[src/rtl/eio_pkg.sv]
// Shared definitions for the EIO register responder: register map, FSM states, request payload.
package eio_pkg;

   localparam int unsigned WINDOW_BYTES = 64;
   localparam int unsigned OFF_W        = 6;
   localparam int unsigned NUM_SCR      = 8;

   localparam logic [OFF_W-1:0] OFF_SCR0     = 6'h00;
   localparam logic [OFF_W-1:0] OFF_SCR_END  = 6'h20;
   localparam logic [OFF_W-1:0] OFF_CYCLE_LO = 6'h20;
   localparam logic [OFF_W-1:0] OFF_CYCLE_HI = 6'h24;
   localparam logic [OFF_W-1:0] OFF_STATUS   = 6'h28;

   typedef enum logic [1:0] {
      S_IDLE,
      S_WAIT,
      S_ACK
   } state_e;

   typedef enum logic [2:0] {
      REG_SCR,
      REG_CYCLE_LO,
      REG_CYCLE_HI,
      REG_STATUS,
      REG_NONE
   } reg_sel_e;

   typedef struct packed {
      logic        rd;
      logic        wr;
      logic [31:0] addr;
      logic [31:0] wr_data;
   } req_t;

endpackage

[src/rtl/eio_decode.sv]
// Combinational address decode and fault classification for one EIO access.
// CYCLE_LO/CYCLE_HI are mapped only when EIO_TIMER_EN is defined.
module eio_decode
   import eio_pkg::*;
#(
   parameter logic [31:0] EIO_BASE = 32'h8000_0000
) (
   input  logic        rd,
   input  logic        wr,
   input  logic [31:0] addr,
   output logic        fault_c,
   output reg_sel_e    sel_c,
   output logic [2:0]  scr_idx_c
);

   logic [31:0]      offs;
   logic [OFF_W-1:0] off;

   always_comb begin
      offs      = addr - EIO_BASE;
      off       = offs[OFF_W-1:0];
      sel_c     = REG_NONE;
      scr_idx_c = off[4:2];

      if (off < OFF_SCR_END) begin
         sel_c = REG_SCR;
      end else begin
         case (off)
            OFF_STATUS:   sel_c = REG_STATUS;
`ifdef EIO_TIMER_EN
            OFF_CYCLE_LO: sel_c = REG_CYCLE_LO;
            OFF_CYCLE_HI: sel_c = REG_CYCLE_HI;
`endif
            default:      sel_c = REG_NONE;
         endcase
      end

      // Only the scratch registers are writable.
      fault_c = (offs >= 32'(WINDOW_BYTES))
             || (addr[1:0] != 2'b00)
             || (rd == wr)
             || (sel_c == REG_NONE)
             || (wr && (sel_c != REG_SCR));
   end

endmodule

[src/rtl/eio_responder.sv]
// EIO register responder: IDLE/WAIT/ACK handshake over scratch, status and optional cycle-counter registers.
// Optional feature macro: EIO_TIMER_EN (adds CYCLE_LO/CYCLE_HI over a 64-bit free-running counter).
module eio_responder
   import eio_pkg::*;
#(
   parameter logic [31:0] EIO_BASE = 32'h8000_0000,
   parameter int unsigned WAIT_CYC = 2
) (
   input  logic        clk_in,
   input  logic        reset_in,
   input  logic        eio_req,
   input  logic        eio_rd,
   input  logic        eio_wr,
   input  logic [31:0] eio_addr,
   input  logic [31:0] eio_wr_data,
   output logic        eio_ack,
   output logic        eio_ack_fault,
   output logic [31:0] eio_ack_data
);

   localparam logic [3:0] WAIT_LOAD = 4'((WAIT_CYC > 0) ? (WAIT_CYC - 1) : 0);

   state_e      state, state_nxt;
   logic [3:0]  wait_cnt, wait_cnt_nxt;
   logic        capture, enter_ack;
   req_t        live, cap_q, cur;
   logic        dec_fault;
   reg_sel_e    dec_sel;
   logic [2:0]  dec_idx;
   logic [31:0] scr [NUM_SCR];
   logic [15:0] fault_cnt;
   logic [31:0] rd_data;

   assign live = '{rd: eio_rd, wr: eio_wr, addr: eio_addr, wr_data: eio_wr_data};

   // In IDLE the accepting cycle decodes the live request (needed when WAIT_CYC=0).
   assign cur = (state == S_IDLE) ? live : cap_q;

   eio_decode #(.EIO_BASE(EIO_BASE)) u_decode (
      .rd        (cur.rd),
      .wr        (cur.wr),
      .addr      (cur.addr),
      .fault_c   (dec_fault),
      .sel_c     (dec_sel),
      .scr_idx_c (dec_idx)
   );

`ifdef EIO_TIMER_EN
   logic [63:0] cycle_cnt;
   logic [31:0] hi_snap;

   // Free-running counter; HI half is snapshotted when CYCLE_LO is read.
   always_ff @(posedge clk_in) begin
      if (reset_in) begin
         cycle_cnt <= '0;
         hi_snap   <= '0;
      end else begin
         cycle_cnt <= cycle_cnt + 64'd1;
         if (enter_ack && !dec_fault && (dec_sel == REG_CYCLE_LO)) begin
            hi_snap <= cycle_cnt[63:32];
         end
      end
   end
`endif

   always_comb begin
      rd_data = '0;
      case (dec_sel)
         REG_SCR:      rd_data = scr[dec_idx];
         REG_STATUS:   rd_data = {16'h0000, fault_cnt};
`ifdef EIO_TIMER_EN
         REG_CYCLE_LO: rd_data = cycle_cnt[31:0];
         REG_CYCLE_HI: rd_data = hi_snap;
`endif
         default:      rd_data = '0;
      endcase
   end

   always_comb begin
      state_nxt    = state;
      wait_cnt_nxt = wait_cnt;
      capture      = 1'b0;
      enter_ack    = 1'b0;
      case (state)
         S_IDLE: begin
            if (eio_req) begin
               capture = 1'b1;
               if (WAIT_CYC == 0) begin
                  state_nxt = S_ACK;
                  enter_ack = 1'b1;
               end else begin
                  state_nxt    = S_WAIT;
                  wait_cnt_nxt = WAIT_LOAD;
               end
            end
         end
         S_WAIT: begin
            if (wait_cnt == 4'd0) begin
               state_nxt = S_ACK;
               enter_ack = 1'b1;
            end else begin
               wait_cnt_nxt = wait_cnt - 4'd1;
            end
         end
         S_ACK:   state_nxt = S_IDLE;
         default: state_nxt = S_IDLE;
      endcase
   end

   always_ff @(posedge clk_in) begin
      if (reset_in) begin
         state         <= S_IDLE;
         wait_cnt      <= '0;
         cap_q         <= '0;
         eio_ack       <= 1'b0;
         eio_ack_fault <= 1'b0;
         eio_ack_data  <= '0;
         fault_cnt     <= '0;
         for (int i = 0; i < int'(NUM_SCR); i++) begin
            scr[i] <= '0;
         end
      end else begin
         state         <= state_nxt;
         wait_cnt      <= wait_cnt_nxt;
         eio_ack       <= enter_ack;
         eio_ack_fault <= enter_ack && dec_fault;
         eio_ack_data  <= (enter_ack && !dec_fault && cur.rd) ? rd_data : 32'h0;
         if (capture) begin
            cap_q <= live;
         end
         // Side effects commit at the edge that ends the ACK cycle.
         if (state == S_ACK) begin
            if (eio_ack_fault) begin
               if (fault_cnt != 16'hFFFF) begin
                  fault_cnt <= fault_cnt + 16'd1;
               end
            end else if (cap_q.wr) begin
               scr[dec_idx] <= cap_q.wr_data;
            end
         end
      end
   end

endmodule

[config.mk]
export PLATFORM = sky130hd
export DESIGN_NAME = eio_responder
export DESIGN_NICKNAME = d
export VERILOG_FILES = /design/src/rtl/eio_pkg.sv /design/src/rtl/eio_decode.sv /design/src/rtl/eio_responder.sv
export SDC_FILE = /design/constraint.sdc
export NUM_CORES = 1
export LEC_CHECK = 0
export BUFFER_PORTS_ARGS = -buffer_cell sky130_fd_sc_hd__buf_2
export CAP_MARGIN = 20
export CORE_MARGIN = 4
export CORE_UTILIZATION = 60
export CTS_CLUSTER_DIAMETER = 100
export DETAILED_ROUTE_END_ITERATION = 10
export PLACE_DENSITY = 0.84
export SLEW_MARGIN = 25
export SYNTH_ARGS = -nofsm -noshare
export SYNTH_HDL_FRONTEND = slang
export SYNTH_SLANG_ARGS = --single-unit
[constraint.sdc]
create_clock -name clk_in -period 3.45 [get_ports clk_in]
set_clock_uncertainty 0.2 [all_clocks]
set_input_delay 0.345 -clock clk_in [delete_from_list [all_inputs] [get_ports clk_in]]
set_output_delay 0.345 -clock clk_in [all_outputs]
set_load 0.05 [all_outputs]
# Yosys cells after proc, flatten, opt, wreduce, memory -nomap -nowiden
# Memories as Yosys holds them, arrays and structs flattened.
# Index checks and enable logic that the tools add are counted.
# totals
register_bits	122
ramBits	256
input_bits	69
out_inout_bits	34
elab_cells	71
mem_count	1
# memory_table
memory	depth	width	read_ports	rd_clocked_by_memory_dff	write_ports	line_no	text
scr	8	32	1	0	8	eio_responder.sv:30	logic [31:0] scr [NUM_SCR];
# op_classes
n_addsub	3
magnitude_cmp	2
eq_ne	10
mux	24
bitwise_logic	1
reduce_logical	20
# op_table
operator	n
2-to-1 mux 66 bit	1
one-hot mux 32 bit (2 select lines)	1
>= comparator 32 x 7 -> 1 bit (second input constant)	1
2-to-1 mux 32 bit	1
OR reduction 32 bit	1
subtractor 32 bit (second input constant)	1
adder 16 x 1 -> 16 bit (second input constant)	1
!= test 16 bit (second input constant)	1
2-to-1 mux 1 bit	12
2-to-1 mux 3 bit	3
2-to-1 mux 4 bit	2
one-hot mux 4 bit (2 select lines)	1
== test 6 bit (second input constant)	1
less-than comparator 6 bit (second input constant)	1
!= test 2 bit (second input constant)	3
AND reduction 3 bit	2
logical AND 1 bit	4
logical NOT 4 bit	1
logical OR 1 bit	4
2-to-1 mux 2 bit	2
one-hot mux 2 bit (2 select lines)	1
nonzero test 2 bit	2
subtractor 4 x 1 -> 4 bit (second input constant)	1
== test 3 x 2 -> 1 bit (second input constant)	1
other kinds (11)	11

# Depth between registers and ports, before layout
# depth
ltp_word	14
ltp_mapped	9
ltp_nobuf	7

# By module
# A second synthesis with hierarchy kept.
# hier_totals
cells_unflattened	1223
area_unflattened_um2	16249.3
# modules_own_cells
module	n_inst	cells_per_inst	area_per_inst_um2	seq_area_each_um2
eio_responder	1	1201	16089.2	10129.7
eio_decode	1	22	160.2	0.0

# Worst setup path after synthesis
# No wires, ideal clock.
# synth_timing
path_type	reg2reg
from	register state[0]
to	memory scr[0][0] (enable)
setup_ns	0.375
t_arrival_ns	2.085
required_time_ns	2.875
path_slack_ns	0.790
stages_incl_launch_ff	7
n_path_buf	1
synth_period_minus_slack_ns	2.660
cell_sequence	dfxtp_1 nor2_2 mux2i_1 clkbuf_1 nand4_1 nor2b_1 or2_2
# synth_lines
element	line_no	text
start: declaration	eio_responder.sv:23	state_e state, state_nxt;
start signal: assignment	eio_responder.sv:123	state <= state_nxt;
end: declaration	eio_responder.sv:30	

==> results_dict.tcl <==
set metrics [dict create \
    status "complete, no violations" \
    grt_pass1_vias 11800 \
    grt_usage 0.287 \
    synth_top_area_share 0.483 \
    yosysTopAreaCell "edfxtp_1" \
    overflow 0 \
    min_from "eio_req" \
    final_util 0.722 \
    async_flop_share 0 \
    cts_buffers 38 \
    final_layout_size_suffix_gt1_frac 0.148 \
    hold_class "in -> reg" \
    hpwl_um 22800 \
    coreArea_um2 26100 \
    fin_worst_hold_slack_ps 223 \
    drv_cap 0 \
    yosys_most_used_dff "edfxtp_1" \
    gp_congestion 0.814 \
    first_iter_violations 1298 \
    netlist_area_um2 15900 \
    syn_to_final_growth_pct 18.3 \
    vias 11600 \
    cp-start-kind "register" \
    ant_nets 0 \
    timing.final.ws_setup_ps 349 \
    diodes 0 \
    avgRoutedWirePerCell_um 22.5 \
    worstPathArrival_ps 3040 \
    drt_wl_total_um 42000 \
    worst_pin_slew_ps 1030 \
    cts_tree "yes" \
    antenna_found_initial 0 \
    path_class "reg -> reg" \
    synth_seq_area_share 0.637 \
    hold_violations 0 \
    r2r_start "state[0]" \
    final_max_slew_viol_count 0 \
    final_cells 1870 \
    dpl_worst_slack_ps 420 \
    syn_inst 1347 \
    via_per_inst 6.21 \
    crit_path_max_fanout 32 \
    placementRows 59 \
    insertion_delay_ps 520 \
    maxSlewHeadroom 0.311 \
    cts_num_sinks 378 \
    port_buffers 102 \
    yosys_warnings 0 \
    initial_utilization 0.611 \
    fmax_ghz 0.322 \
    synth_area_leaders "edfxtp_1, dfxtp_1, and2_1" \
    synth-seq-cells 378 \
    fin_area_um2 18800 \
    dpl_cell_area_um2 16900 \
    drc 0 \
    r2r_cells 5 \
    final_cell_mix "and2_1, edfxtp_1, nand2_1" \
    place_inst 1734 \
    worstHoldPathCells 5 \
    final.min_clock_period_ps 3100 \
    total_power_mw 10.3 \
    grt_max_degree 94 \
    cts-root-buf "clkbuf_16" \
    die_h_um 171 \
    endpoint_kind "register" \
    setup_viol 0 \
    io_pins 103 \
    die_area_um2 29200 \
    crit_start "state[0]" \
    fin_crit_sh 0.899 \
    cts_hold_buf 66 \
    cts.path.max_buffers 3 \
    power_density_nw_per_um2 547 \
    post-cts-setup-buffer-count 0 \
    h-tree-depth 2 \
    path_clk_slew_ps 60 \
    post_synth_num_cell_types 49 \
    cts-resized-gates 0 \
    synth-edff-count 256 \
    ir_worst_vdd_mv 0.400 \
    fin_setup_tns_ps 0 \
    grt_pass1_wl_um 65200 \
    dr.pass1.iters 6 \
    power.leakage_nw 7.24 \
    layout_commonest_cell "and2_1" \
    cp.required_ps 3390 \
    nNetsFinal 1576 \
    fp.dieW_um 171 \
    syn_area_per_cell_um2 11.8 \
    rsz0062_at_grt "false" \
    syn_nets 1418 \
]
[routing by layer]
metal  vias up  GRT usage  part of all wire
li1       5134          -                 -
met4         0      0.110             0.039
met5         -          0                 0
met1      5576      0.368              0.37
met3       151     0.0506             0.098
met2       746      0.493              0.50
[final timing paths]
path | endpoint | slack (ps)
max | scr[3][1] | 350
min | cap_q[48] | 220
max reg2reg | scr[3][1] | 350
min reg2reg | cap_q[63] | 250
[cells by family after synthesis]
group / count (synthesis) / synth area share
buffers and inverters: 98 / 0.0268
flip-flops: 378 / 0.637
AO/OA/AOI/OAI: 172 / 0.0774
adder cells (fa/ha/maj): 2 / 0.00157
AND/OR/NAND/NOR: 601 / 0.198
XOR/XNOR: 15 / 0.00826
multiplexers: 81 / 0.0510
[registers in the layout (all words and copies together), names as in the netlist]
signal and cells:
eio_ack 1, cap_q 66, wait_cnt 4, state 2
eio_ack_data 32, scr 256, fault_cnt 16, eio_ack_fault 1
[where the power goes]
| part | switching (mW) | internal, mW | leakage (nW) |
|---|---|---|---|
| Sequential | 0.113 | 4.98 | 3.64 |
| Combinational | 0.610 | 0.387 | 2.98 |
| Clock | 1.68 | 2.52 | 0.625 |
| Total | 2.41 | 7.89 | 7.24 |
[final cells by class]
type | count | area [um^2]
clock inverter | 13 | 138
clock buffer | 57 | 1150
sequential | 378 | 10100
tap | 335 | 419
timing repair buffer | 209 | 1560
fill | 1613 | 7240
multi-input combinational | 871 | 5410
inverter | 7 | 26.3
[worst max-delay path: stages (launching register included)]
cell     delay (ps)
dfxtp_1         370
nor2_2          580
mux2_4          310
nand4_1         230
nor2b_2         190
or2_2           810
[synthesized netlist by cell type (all sizes together) (3+ instances only)]
cell type,n
and2,260
a222oi,31
or3,4
a21oi,77
a21o,3
nor2,53
buf,18
nor2b,5
or2,9
nor3,10
nand2,186
nand2b,4
clkbuf,73
xor2,6
nand3,24
nor4,12
o221ai,30
xnor2,9
dfxtp,122
nand4,9
edfxtp,256
inv,7
mux2i,80
o21ai,5
a32oi,16
and3,16
No activity file was read; power rests on OpenSTA's default activity.
